**src/rtl/alu_share_scheduler_if.sv**
```systemverilog
// alu_share_scheduler_if: request, shared-unit and response signals of the
// ALU share scheduler. The scheduler uses the slave modport; requesters,
// the shared logic unit and the response consumer sit on the master side.
interface alu_share_scheduler_if;
    logic       req0_valid;
    logic [1:0] req0_op;
    logic [3:0] req0_a;
    logic [3:0] req0_b;
    logic       req0_ready;

    logic       req1_valid;
    logic [1:0] req1_op;
    logic [3:0] req1_a;
    logic [3:0] req1_b;
    logic       req1_ready;

    logic [1:0] alu_op;
    logic [3:0] alu_a;
    logic [3:0] alu_b;
    logic [3:0] alu_y;

    logic       rsp_valid;
    logic       rsp_id;
    logic [3:0] rsp_y;
    logic       rsp_ready;

    modport slave (
        input  req0_valid, req0_op, req0_a, req0_b,
        output req0_ready,
        input  req1_valid, req1_op, req1_a, req1_b,
        output req1_ready,
        output alu_op, alu_a, alu_b,
        input  alu_y,
        output rsp_valid, rsp_id, rsp_y,
        input  rsp_ready
    );

    modport master (
        output req0_valid, req0_op, req0_a, req0_b,
        input  req0_ready,
        output req1_valid, req1_op, req1_a, req1_b,
        input  req1_ready,
        input  alu_op, alu_a, alu_b,
        output alu_y,
        input  rsp_valid, rsp_id, rsp_y,
        output rsp_ready
    );
endinterface

```
**src/rtl/alu_share_scheduler.sv**
```systemverilog
// alu_share_scheduler: shares one combinational 4-bit logic unit between two
// requesters, one transaction in flight at a time. The unit is given
// WAIT_CYCLES cycles to settle before its result is sampled.
// Build option: define ALU_SHARE_RR_EN for round-robin arbitration between
// the requesters; left undefined, requester 0 has fixed priority.
//
// state | meaning
// IDLE  | no transaction; arbiter may grant one requester
// EXEC  | operands held on alu_*; settle counter running down to zero
// RESP  | result held on rsp_*; waiting for rsp_ready
module alu_share_scheduler #(
    parameter int WAIT_CYCLES = 2
) (
    input  logic                  clk,
    input  logic                  rst,
    alu_share_scheduler_if.slave  bus
);

    typedef enum logic [1:0] {
        IDLE = 2'd0,
        EXEC = 2'd1,
        RESP = 2'd2
    } state_t;

    // Counter is loaded with WAIT_CYCLES-1 so that EXEC spans exactly
    // WAIT_CYCLES edges, the last one being the terminal count.
    localparam logic [3:0] CNT_LOAD = 4'(WAIT_CYCLES - 1);

    state_t     state;
    logic [3:0] cnt;
    logic [1:0] op_q;
    logic [3:0] a_q;
    logic [3:0] b_q;
    logic       last_id;
    logic       rsp_valid_q;
    logic       rsp_id_q;
    logic [3:0] rsp_y_q;

    logic       pick1;
    logic       grant0;
    logic       grant1;
    logic       accept;

`ifdef ALU_SHARE_RR_EN
    // On contention serve whichever requester was not served last.
    assign pick1 = ~last_id;
`else
    // On contention requester 0 always wins.
    assign pick1 = 1'b0;
`endif

    // Arbiter: grant only in IDLE and never while reset is asserted.
    always_comb begin
        grant0 = 1'b0;
        grant1 = 1'b0;
        if (state == IDLE && !rst) begin
            if (bus.req0_valid && bus.req1_valid) begin
                grant0 = ~pick1;
                grant1 = pick1;
            end else begin
                grant0 = bus.req0_valid;
                grant1 = bus.req1_valid;
            end
        end
    end

    assign accept         = grant0 | grant1;
    assign bus.req0_ready = grant0;
    assign bus.req1_ready = grant1;

    assign bus.alu_op    = (state == IDLE) ? 2'b00 : op_q;
    assign bus.alu_a     = (state == IDLE) ? 4'h0  : a_q;
    assign bus.alu_b     = (state == IDLE) ? 4'h0  : b_q;

    assign bus.rsp_valid = rsp_valid_q;
    assign bus.rsp_id    = rsp_id_q;
    assign bus.rsp_y     = rsp_y_q;

    // Sequencer: capture on accept, settle in EXEC, hold result in RESP.
    always_ff @(posedge clk) begin
        if (rst) begin
            state       <= IDLE;
            cnt         <= 4'h0;
            op_q        <= 2'b00;
            a_q         <= 4'h0;
            b_q         <= 4'h0;
            last_id     <= 1'b1;
            rsp_valid_q <= 1'b0;
            rsp_id_q    <= 1'b0;
            rsp_y_q     <= 4'h0;
        end else begin
            // Arbiter history moves only on an accept.
            last_id <= accept ? grant1 : last_id;
            case (state)
                IDLE: begin
                    if (accept) begin
                        op_q     <= grant1 ? bus.req1_op : bus.req0_op;
                        a_q      <= grant1 ? bus.req1_a  : bus.req0_a;
                        b_q      <= grant1 ? bus.req1_b  : bus.req0_b;
                        rsp_id_q <= grant1;
                        cnt      <= CNT_LOAD;
                        state    <= EXEC;
                    end
                end
                EXEC: begin
                    if (cnt == 4'h0) begin
                        rsp_y_q     <= bus.alu_y;
                        rsp_valid_q <= 1'b1;
                        state       <= RESP;
                    end else begin
                        cnt <= cnt - 4'h1;
                    end
                end
                RESP: begin
                    if (bus.rsp_ready) begin
                        rsp_valid_q <= 1'b0;
                        state       <= IDLE;
                    end
                end
                default: begin
                    rsp_valid_q <= 1'b0;
                    state       <= IDLE;
                end
            endcase
        end
    end

endmodule

```
**src/flat_wrapper.sv**
```systemverilog
// flat-port wrapper written by rule: the top's interface ports become plain ports
module alu_share_scheduler_flat 
#(
    parameter int WAIT_CYCLES = 2
)
  (clk, rst, bus_req0_valid, bus_req0_op, bus_req0_a, bus_req0_b, bus_req0_ready, bus_req1_valid, bus_req1_op, bus_req1_a, bus_req1_b, bus_req1_ready, bus_alu_op, bus_alu_a, bus_alu_b, bus_alu_y, bus_rsp_valid, bus_rsp_id, bus_rsp_y, bus_rsp_ready);
  alu_share_scheduler_if bus_i ();
  input  logic clk;
  input  logic rst;
  input wire logic [$bits(bus_i.req0_valid)-1:0] bus_req0_valid;
  input wire logic [$bits(bus_i.req0_op)-1:0] bus_req0_op;
  input wire logic [$bits(bus_i.req0_a)-1:0] bus_req0_a;
  input wire logic [$bits(bus_i.req0_b)-1:0] bus_req0_b;
  output wire logic [$bits(bus_i.req0_ready)-1:0] bus_req0_ready;
  input wire logic [$bits(bus_i.req1_valid)-1:0] bus_req1_valid;
  input wire logic [$bits(bus_i.req1_op)-1:0] bus_req1_op;
  input wire logic [$bits(bus_i.req1_a)-1:0] bus_req1_a;
  input wire logic [$bits(bus_i.req1_b)-1:0] bus_req1_b;
  output wire logic [$bits(bus_i.req1_ready)-1:0] bus_req1_ready;
  output wire logic [$bits(bus_i.alu_op)-1:0] bus_alu_op;
  output wire logic [$bits(bus_i.alu_a)-1:0] bus_alu_a;
  output wire logic [$bits(bus_i.alu_b)-1:0] bus_alu_b;
  input wire logic [$bits(bus_i.alu_y)-1:0] bus_alu_y;
  output wire logic [$bits(bus_i.rsp_valid)-1:0] bus_rsp_valid;
  output wire logic [$bits(bus_i.rsp_id)-1:0] bus_rsp_id;
  output wire logic [$bits(bus_i.rsp_y)-1:0] bus_rsp_y;
  input wire logic [$bits(bus_i.rsp_ready)-1:0] bus_rsp_ready;
  assign bus_i.req0_valid = bus_req0_valid;
  assign bus_i.req0_op = bus_req0_op;
  assign bus_i.req0_a = bus_req0_a;
  assign bus_i.req0_b = bus_req0_b;
  assign bus_req0_ready = bus_i.req0_ready;
  assign bus_i.req1_valid = bus_req1_valid;
  assign bus_i.req1_op = bus_req1_op;
  assign bus_i.req1_a = bus_req1_a;
  assign bus_i.req1_b = bus_req1_b;
  assign bus_req1_ready = bus_i.req1_ready;
  assign bus_alu_op = bus_i.alu_op;
  assign bus_alu_a = bus_i.alu_a;
  assign bus_alu_b = bus_i.alu_b;
  assign bus_i.alu_y = bus_alu_y;
  assign bus_rsp_valid = bus_i.rsp_valid;
  assign bus_rsp_id = bus_i.rsp_id;
  assign bus_rsp_y = bus_i.rsp_y;
  assign bus_i.rsp_ready = bus_rsp_ready;
  alu_share_scheduler #(.WAIT_CYCLES(WAIT_CYCLES)) u_core (.clk(clk), .rst(rst), .bus(bus_i));
endmodule
```
**config.mk**
```make
export PLATFORM = sky130hd
export DESIGN_NAME = alu_share_scheduler_flat
export DESIGN_NICKNAME = d
export VERILOG_FILES = /design/src/rtl/alu_share_scheduler_if.sv /design/src/rtl/alu_share_scheduler.sv /design/src/flat_wrapper.sv
export SDC_FILE = /design/constraint.sdc
export NUM_CORES = 1
export LEC_CHECK = 0
export CAP_MARGIN = 5
export CORE_MARGIN = 1
export CORE_UTILIZATION = 35
export CTS_BUF_LIST = sky130_fd_sc_hd__clkbuf_4 sky130_fd_sc_hd__clkbuf_8
export DETAILED_ROUTE_END_ITERATION = 8
export GPL_TIMING_DRIVEN = 0
export PLACE_DENSITY = 0.7
export SKIP_CTS_REPAIR_TIMING = 1
export SYNTH_ARGS = -nofsm -noshare
export SYNTH_HDL_FRONTEND = slang
export SYNTH_SLANG_ARGS = --single-unit
```
**constraint.sdc**
```tcl
create_clock -name clk -period 2.4 [get_ports clk]
set_input_delay 0.48 -clock clk [delete_from_list [all_inputs] [get_ports clk]]
set_output_delay 0.48 -clock clk [all_outputs]
set_load 0.02 [all_outputs]
```
==> Yosys cells after proc, flatten, opt, wreduce, memory -nomap -nowiden <==
Cells that the tools add are included.
{ "word_totals": {"regBits": 22, "inputBits": 29, "word_cells": 48} }
{ "classes": {"n_reduce_logical": 11, "addsub": 1, "eq_ne": 6, "n_bitwise": 2, "mux": 20} }
{ "op_table": {"columns": ["op", "count"], "rows": [
  ["4-bit two-way mux", 6],
  ["2-bit two-way mux", 5],
  ["3-bit AND reduction", 3],
  ["4-bit case mux with 2 select lines", 1],
  ["1-bit two-way mux", 6],
  ["2-bit case mux with 3 select lines", 1],
  ["4-bit logical NOT", 1],
  ["2-bit by 1-bit != test with 1-bit output (second input constant)", 2],
  ["2-bit != test (second input constant)", 2],
  ["2-bit AND reduction", 2],
  ["4-bit by 1-bit subtractor with 4-bit output (second input constant)", 1],
  ["1-bit case mux with 3 select lines", 1],
  ["2-bit by 1-bit == test with 1-bit output (second input constant)", 1],
  ["2-bit == test (second input constant)", 1],
  ["1-bit logical AND", 2],
  ["2-bit logical NOT", 1],
  ["2-bit nonzero test", 1],
  ["1-bit logical NOT", 1],
  ["1-bit NOT", 1],
  ["1-bit OR", 1]
]} }

==> Longest topological paths before layout <==
Gate-level depths: netlist of the first run.
{ "depth": {"word_depth": 6, "ltp_mapped": 6} }

==> Worst setup path before layout of the first run <==
OpenSTA, ideal clock, no wires.
{ "synth_timing": {"path_type": "input -> output", "from": "in rst", "to": "out bus_req1_ready", "setup_slack_ps": 621, "arrival_ps": 1299, "path_stages": 4, "path_buffers": 2, "cell_sequence": "or3_1 buf_2 buf_6 nor2_2"} }
{ "synth_between": {"elab_chain_cells": 3} }
{ "synth_lines": {"columns": ["item", "line", "source"], "rows": [
  ["from (decl)", "flat_wrapper.sv:9", "input logic rst;"],
  ["1-bit logical NOT", "alu_share_scheduler.sv:56", "if (state == IDLE && !rst) begin"],
  ["1-bit logical AND", "alu_share_scheduler.sv:56", null],
  ["1-bit two-way mux", "alu_share_scheduler.sv:56", null],
  ["to (decl)", "flat_wrapper.sv:19", "output wire logic [$bits(bus_i.req1_ready)-1:0] bus_req1_ready;"]
]} }
Every way passes these cells.

==> Worst setup path in the final report of the first run <==
{ "layout_timing": {"from": "in bus_req0_valid", "to": "out bus_req1_ready"} }
{ "layout_between": {"elab_chain_cells": 3} }
{ "layout_lines": {"columns": ["item", "line", "source"], "rows": [
  ["from (decl)", "flat_wrapper.sv:10", "input wire logic [$bits(bus_i.req0_valid)-1:0] bus_req0_valid;"],
  ["1-bit logical AND", "alu_share_scheduler.sv:57", "if (bus.req0_valid && bus.req1_valid) begin"],
  ["1-bit two-way mux", "alu_share_scheduler.sv:57", null],
  ["1-bit two-way mux", "alu_share_scheduler.sv:56", null]
]} }
Every way passes these cells.

==> results of run 1 <==
==> cell families (layout without fill, tap and decap cells) <==
logic type | after synthesis | after routing | share of synthesized area (%)
AO/OA/AOI/OAI | 51 | 51 | 27.71
adder cells (fa/ha/maj) | 2 | 2 | 2.190
buffers and inverters | 17 | 67 | 6.681
flip-flops | 22 | 22 | 38.55
AND/OR/NAND/NOR | 49 | 49 | 24.86
==> final timing paths <==
kind,startpoint,end,depth (start not counted)
worst max-delay path,bus_req0_valid,bus_req1_ready,5
worst min-delay path,u_core.bus.rsp_id,u_core.bus.rsp_id,1
worst max register to register,u_core.cnt[0],u_core.cnt[2],6
worst min register to register,u_core.bus.rsp_id,u_core.bus.rsp_id,1
==> per-stage QoR <==
stage / std cells / worst slack, ns
after floorplan: 141 / 0.6209
final: 235 / 0.08731
after global placement: 231 / -0.4325
after global routing: 235 / 0.007061
after detailed placement: 231 / -0.4378
after CTS: 235 / -0.4375
==> routing by layer <==
metal  wire length [microns]  track usage [%]  up-vias
met5                       0                0        -
met1                    1407            24.90      544
li1                        -                -      623
met2                    1529            34.90       47
met4                      11            6.803        0
met3                     233            2.838        2
==> synth_stat cells (3+ instances only) <==
| cell | instances | area [sq um] |
|---|---|---|
| sky130_fd_sc_hd__nand2_1 | 3 | 11.26 |
| sky130_fd_sc_hd__nand3_1 | 16 | 80.08 |
| sky130_fd_sc_hd__nor2_1 | 4 | 15.01 |
| sky130_fd_sc_hd__a311oi_1 | 10 | 87.58 |
| sky130_fd_sc_hd__dfxtp_1 | 22 | 440.4 |
| sky130_fd_sc_hd__clkbuf_1 | 8 | 30.03 |
| sky130_fd_sc_hd__or3_1 | 3 | 18.77 |
| sky130_fd_sc_hd__nor2b_1 | 12 | 75.07 |
| sky130_fd_sc_hd__inv_1 | 3 | 11.26 |
| sky130_fd_sc_hd__buf_2 | 4 | 20.02 |
| sky130_fd_sc_hd__a21oi_1 | 18 | 90.09 |
| sky130_fd_sc_hd__o21ai_1 | 14 | 70.07 |
==> cell type report <==
class,instances,area share (%)
tap,44,3.226
sequential,22,25.95
buffer,13,3.812
clock buffer,4,2.126
timing repair buffer,46,26.98
multi-input combinational,102,37.02
inverter,4,0.8798
==> power breakdown <==
| group | internal, mW | switching (mW) | leakage [nW] | total, mW |
|---|---|---|---|---|
| clock network | 0.0925 | 0.113 | 0.0210 | 0.205 |
| logic | 0.138 | 0.153 | 0.388 | 0.291 |
| registers | 0.399 | 0.0211 | 0.181 | 0.420 |
==> registers in the layout, summed over array words and instances, names as in the netlist <==
signal,count
u_core.bus.rsp_id,1
u_core.op_q,2
u_core.bus.rsp_y,4
u_core.a_q,4
u_core.b_q,4
u_core.cnt,4
u_core.state,2
u_core.bus.rsp_valid,1
==> reports/summary.md, run 1 <==
The pre-antenna-repair detailed-routing pass consisted of 4 iterations. The worst hold slack came out at 0.4872 ns. The flow ran to the end, and the final reports show no timing, DRC or antenna violations. The ratio of final minimum period to clock period came out at 96.36%. Detailed routing inserted a total of 1216 vias.

For the number of antenna violations at the first check in global routing, the log shows 0. On the critical path the largest part of the delay comes from buffers and inverters. The number of antenna diodes in the final layout is 0. Master cell of the clock root buffer: sky130_fd_sc_hd__clkbuf_4. The count of filler cells inserted in the layout is 302, and the overall routing resource usage is 19.91%. After the last flow step, the layout net total stands at 223.

Among all flip-flop cells after synthesis, the most frequent one is sky130_fd_sc_hd__dfxtp_1. Cells with a size suffix above 1 make up 8.377% of the layout. H-tree depth: 1.

Leaving out fill and tap cells, the most frequent cells in the layout are sky130_fd_sc_hd__clkdlybuf4s50_1, sky130_fd_sc_hd__dfxtp_1, sky130_fd_sc_hd__a21oi_1, sky130_fd_sc_hd__nand3_1, sky130_fd_sc_hd__o21ai_1. Buffers inserted during clock tree synthesis total 3. In this run the power density over the cells is 536.6 nW/um^2. The clock insertion delay at the later pin of the skew report was 0.30 ns. The count of buffers from port buffering works out to 46.

In this design, the stage delay of the slowest critical-path cell is 0.55 ns. At the end of the flow the core is filled with cells to 55.45%. Data arrives at the worst endpoint at 1.83 ns.

The synthesized design contains 22 register bits. The number of buffers on the longest clock path was 2; the required time of the critical path was 1.92 ns. During I/O placement, the number of pins put on the boundary was 47. Clock-pin slew was measured on the worst setup and hold paths at 0.12 ns. The average via count per standard cell came out at 5.174.

The cell area reported after detailed placement was 1658 sq um. The classification of the worst-slack hold path was reg -> reg. The worst relative slew slack was 67.87%; the TritonCTS sink count was 22. The tools report the count of pins over their slew limit as 0.

The worst path needs 2.313 ns of the cycle, external delays included. The synthesized design contains 0 enable-type register cells. The floorplan has 20 rows.

Entering global routing, the biggest net connects 13 pins. The sum of negative setup slack came out at 0 ns. The synthesized netlist net count was 172. Global routing finished with a remaining overflow of 0. Once the floorplan was initialized, standard cells occupied 37.11% of the core.

The number of instances in the synthesized netlist was 141. The chip height was 59.13 microns; the final RePlAce weighted congestion was 0.7973. The count of final hold-check violations is 0, and the total half-perimeter wirelength after legalization and detailed placement is 2.319 mm. Max-cap violations in this run came to 0. The distinct cell type count after synthesis was 30; the final antenna-violating net count was 0.

The mapped netlist covers 1142 sq um. TritonCTS built the clock tree. From synthesis to final layout, the design area changed by 49.40%. Leaving out fill and tap cells, the most frequent cell in the layout is sky130_fd_sc_hd__clkdlybuf4s50_1. After routing the design area is 1707 sq um. The worst setup path is of the in -> out kind.

IR analysis of the VDD net gives a maximum drop of 0.0003337 V. The signal on the critical path passes through clkdlybuf4s50_1 > nand2b_1 > clkbuf_1 > nor2_2 > clkbuf_2. The static leakage came out at 0.5903 nW.

The power after layout is 915.7 uW, and the die area is 3496 sq um. The tools report the critical path capture point type as an output pin. The detail-routed net length per standard cell works out to 13.54 microns.

The die is 59.13 microns wide. The first global-routing pass estimated 5.347 mm of wire. The average size of a mapped cell was 8.102 sq um. The number of global-route vias before repair is 1221.

The slowest stage of the critical path belongs to the cell sky130_fd_sc_hd__clkdlybuf4s50_1. The number of design-rule violations left by the first detailed-router iteration was 63. The number of buffer and inverter instances along the worst setup path was 3; the clock skew was 0.003675 ns.

The area of the multi-input gates is 631.9 sq um, and the slew at the pin closest to its max-slew limit is 0.4820 ns. The worst setup path is launched from a primary input. After synthesis, the share of flip-flops with an asynchronous set or reset is 0%.

For this run, design rule violations remaining after detail routing come to 0. The run gives 3.182 mm as the routed wire length. Timing would allow up to 0.4324 GHz. Yosys printed 0 warnings. The logs give 0.76 ns for the setup slack on the worst flop-to-flop path and 38.55% for the sequential element share of the synthesized area.

Summing all flip-flop and latch instances after layout gives 442.9 sq um. Setup violations remaining at the end of the flow were counted as 0. Setup repair after global routing left no endpoint under its margin. The region available for standard cell placement spans 3078 sq um. In this run the worst path has a maximum fanout of 10.
Note: power is estimated with default switching activity, not from simulation.
==> run 2: changes to the inputs <==
--- a/config.mk
+++ b/config.mk
@@ -5,11 +5,12 @@
 export SDC_FILE = /design/constraint.sdc
 export NUM_CORES = 1
 export LEC_CHECK = 0
-export CAP_MARGIN = 5
+export CAP_MARGIN = 40
 export CORE_MARGIN = 1
 export CORE_UTILIZATION = 35
 export CTS_BUF_LIST = sky130_fd_sc_hd__clkbuf_4 sky130_fd_sc_hd__clkbuf_8
 export DETAILED_ROUTE_END_ITERATION = 8
+export GPL_ROUTABILITY_DRIVEN = 0
 export GPL_TIMING_DRIVEN = 0
 export PLACE_DENSITY = 0.7
 export SKIP_CTS_REPAIR_TIMING = 1
==> results of run 2 <==
Final layout, timing and power as in run 1 (identical DEF).
==> RTL edit (flow settings as in run 2) <==
Add a define of `ALU_SHARE_RR_EN`.
--- a/src/rtl/alu_share_scheduler.sv
+++ b/src/rtl/alu_share_scheduler.sv
@@ -9,4 +9,6 @@
 // EXEC  | operands held on alu_*; settle counter running down to zero
 // RESP  | result held on rsp_*; waiting for rsp_ready
+`define ALU_SHARE_RR_EN
+
 module alu_share_scheduler #(
     parameter int WAIT_CYCLES = 2
Check against the original RTL: not equivalent (Yosys sat finds a counterexample within 10 cycles, from zero or initial values and one cycle with rst high).
==> RTL edit against run 2 <==
Sequential cell count increased by 1. Non-clock buffer count decreased by 1. Routed wire length increased by 8.2%. Area after synthesis increased by 5.3%. Setup slack improved by 0.056 ns. Critical path depth increased by 1. Global-route usage increased by 0.42 points. Register-to-register slack got worse by 0.07 ns. Design area increased by 2.6%. Largest cell class unchanged.
Power is not compared: it rests on default switching activity, and its combinational part moved more than twofold at a synthesized area within 25%.
==> RTL edit: results (changes against run 2) <==
| Metric | Value |
|---|---|
| Largest net degree at the start of global routing | `14 (was 13)` |
| # port buffers | `45 (was 46)` |
| Hold depth | `2 (was 1)` |
| DR iter-0 viols | `61 (was 63)` |
| Critical path endpoint | `bus_req1_ready (unchanged)` |
| N_diodes | `0 (unchanged)` |
| Placed Instance Area | `1710 sq um (was 1660 sq um)` |
| GRT Total Usage | `0.203 (was 0.199)` |
| Status | `complete, no violations (unchanged)` |
| Post-Syn Nets | `174 (was 172)` |
| Sequential area share after synthesis | `0.383 (was 0.386)` |
| Yosys cell types | `33 (was 30)` |
| Total wire length | `3.44 mm (was 3.18 mm)` |
| Synthesized-area fraction occupied by adder cells | `0.0208 (was 0.0219)` |
| Crit path from | `bus_req1_valid (was bus_req0_valid)` |
| Avg Inst Size Synth | `8.41 sq um (was 8.10 sq um)` |
| Logic inverters | `4 (unchanged)` |
| Synth top area cells | `dfxtp_1 38%, a311oi_1 8.0%, a21oi_1 7.5% (was dfxtp_1 39%, a21oi_1 7.9%, a311oi_1 7.7%)` |
| Post-Place Worst Slack | `-0.397 ns (was -0.438 ns)` |
| Clock buffers | `3 (was 4)` |
| Slew @ Worst Pin | `0.582 ns (was 0.482 ns)` |
| Reg2reg setup slack | `0.69 ns (was 0.76 ns)` |
| Max incr delay on CP | `0.53 ns (was 0.55 ns)` |
| Fraction of registers with async set/reset | `0 (unchanged)` |
| Multi-input logic area | `658 sq um (was 632 sq um)` |
| Tcrit/Tclk final | `0.940 (was 0.964)` |
| Repair and plain buffers | `58 (was 59)` |
| #MultiIn Comb | `103 (was 102)` |
| Layout cells sized above 1 | `0.115 (was 0.0838)` |
| Non-filler cells, final | `236 (was 235)` |
| Critical hold path startpoint | `rst (was u_core.bus.rsp_id$_SDFFE_PP0P_)` |
| Placed insts | `232 (was 231)` |
| Post-synthesis register bit count | `23 (was 22)` |
| Post-synthesis mux area share | `0 (unchanged)` |
| Synth Area in Compound Gates | `0.298 (was 0.277)` |
| DP HPWL | `2.48 mm (was 2.32 mm)` |
| Layout Skew | `0.00236 ns (was 0.00368 ns)` |
| Clock-pin slew on the worst setup and hold paths | `0.13 ns` |
| VDD IR-drop max | `489 uV` |
| Hold Path Sink | `u_core.bus.rsp_valid$_SDFFE_PP0P_ (was u_core.bus.rsp_id$_SDFFE_PP0P_)` |
| Critical path data arrival time | `1.78 ns (was 1.83 ns)` |
| Sequential cell area share | `0.264 (was 0.260)` |
| Nets | `224 (was 223)` |
| First-pass GRT wire length | `5.66 mm (was 5.35 mm)` |
| WHS | `0.445 ns (was 0.487 ns)` |
| Clock network area share | `0.0157 (was 0.0213)` |
| Vias in the first global route | `1282 (was 1221)` |
| # fillers | `317 (was 302)` |
| Reg area | `463 sq um (was 443 sq um)` |
| DR vias/cell | `5.52 (was 5.17)` |
| Hold Path Class | `primary input to register (was register to register)` |
| Buffering overhead | `0.304 (was 0.308)` |
| Synth cell count leaders | `23 x dfxtp_1, 18 x a21oi_1, 15 x nand3_1 (was 22 x dfxtp_1, 18 x a21oi_1, 16 x nand3_1)` |
## RTL edit: layer usage
metal,up-vias,share of wire,global-route usage
met5,-,0,0
met4,0,0.0099,0.0519
met3,5,0.053,0.0299
met2,46,0.50,0.380
met1,618,0.44,0.242
li1,634,-,-
## RTL edit: cell families after synthesis
| family | Yosys count |
|---|---|
| flops | 23 |
| simple gates | 46 |
| compound gates | 55 |
| fa+ha+maj | 2 |
| buf+inv | 17 |
## RTL edit: report_power, final
part           internal, mW  leakage (nW)  switching [mW]
Combinational         0.297         0.425           0.369
Sequential            0.462         0.190          0.0594
Clock                0.0624        0.0177           0.119
Total                 0.822         0.632           0.548
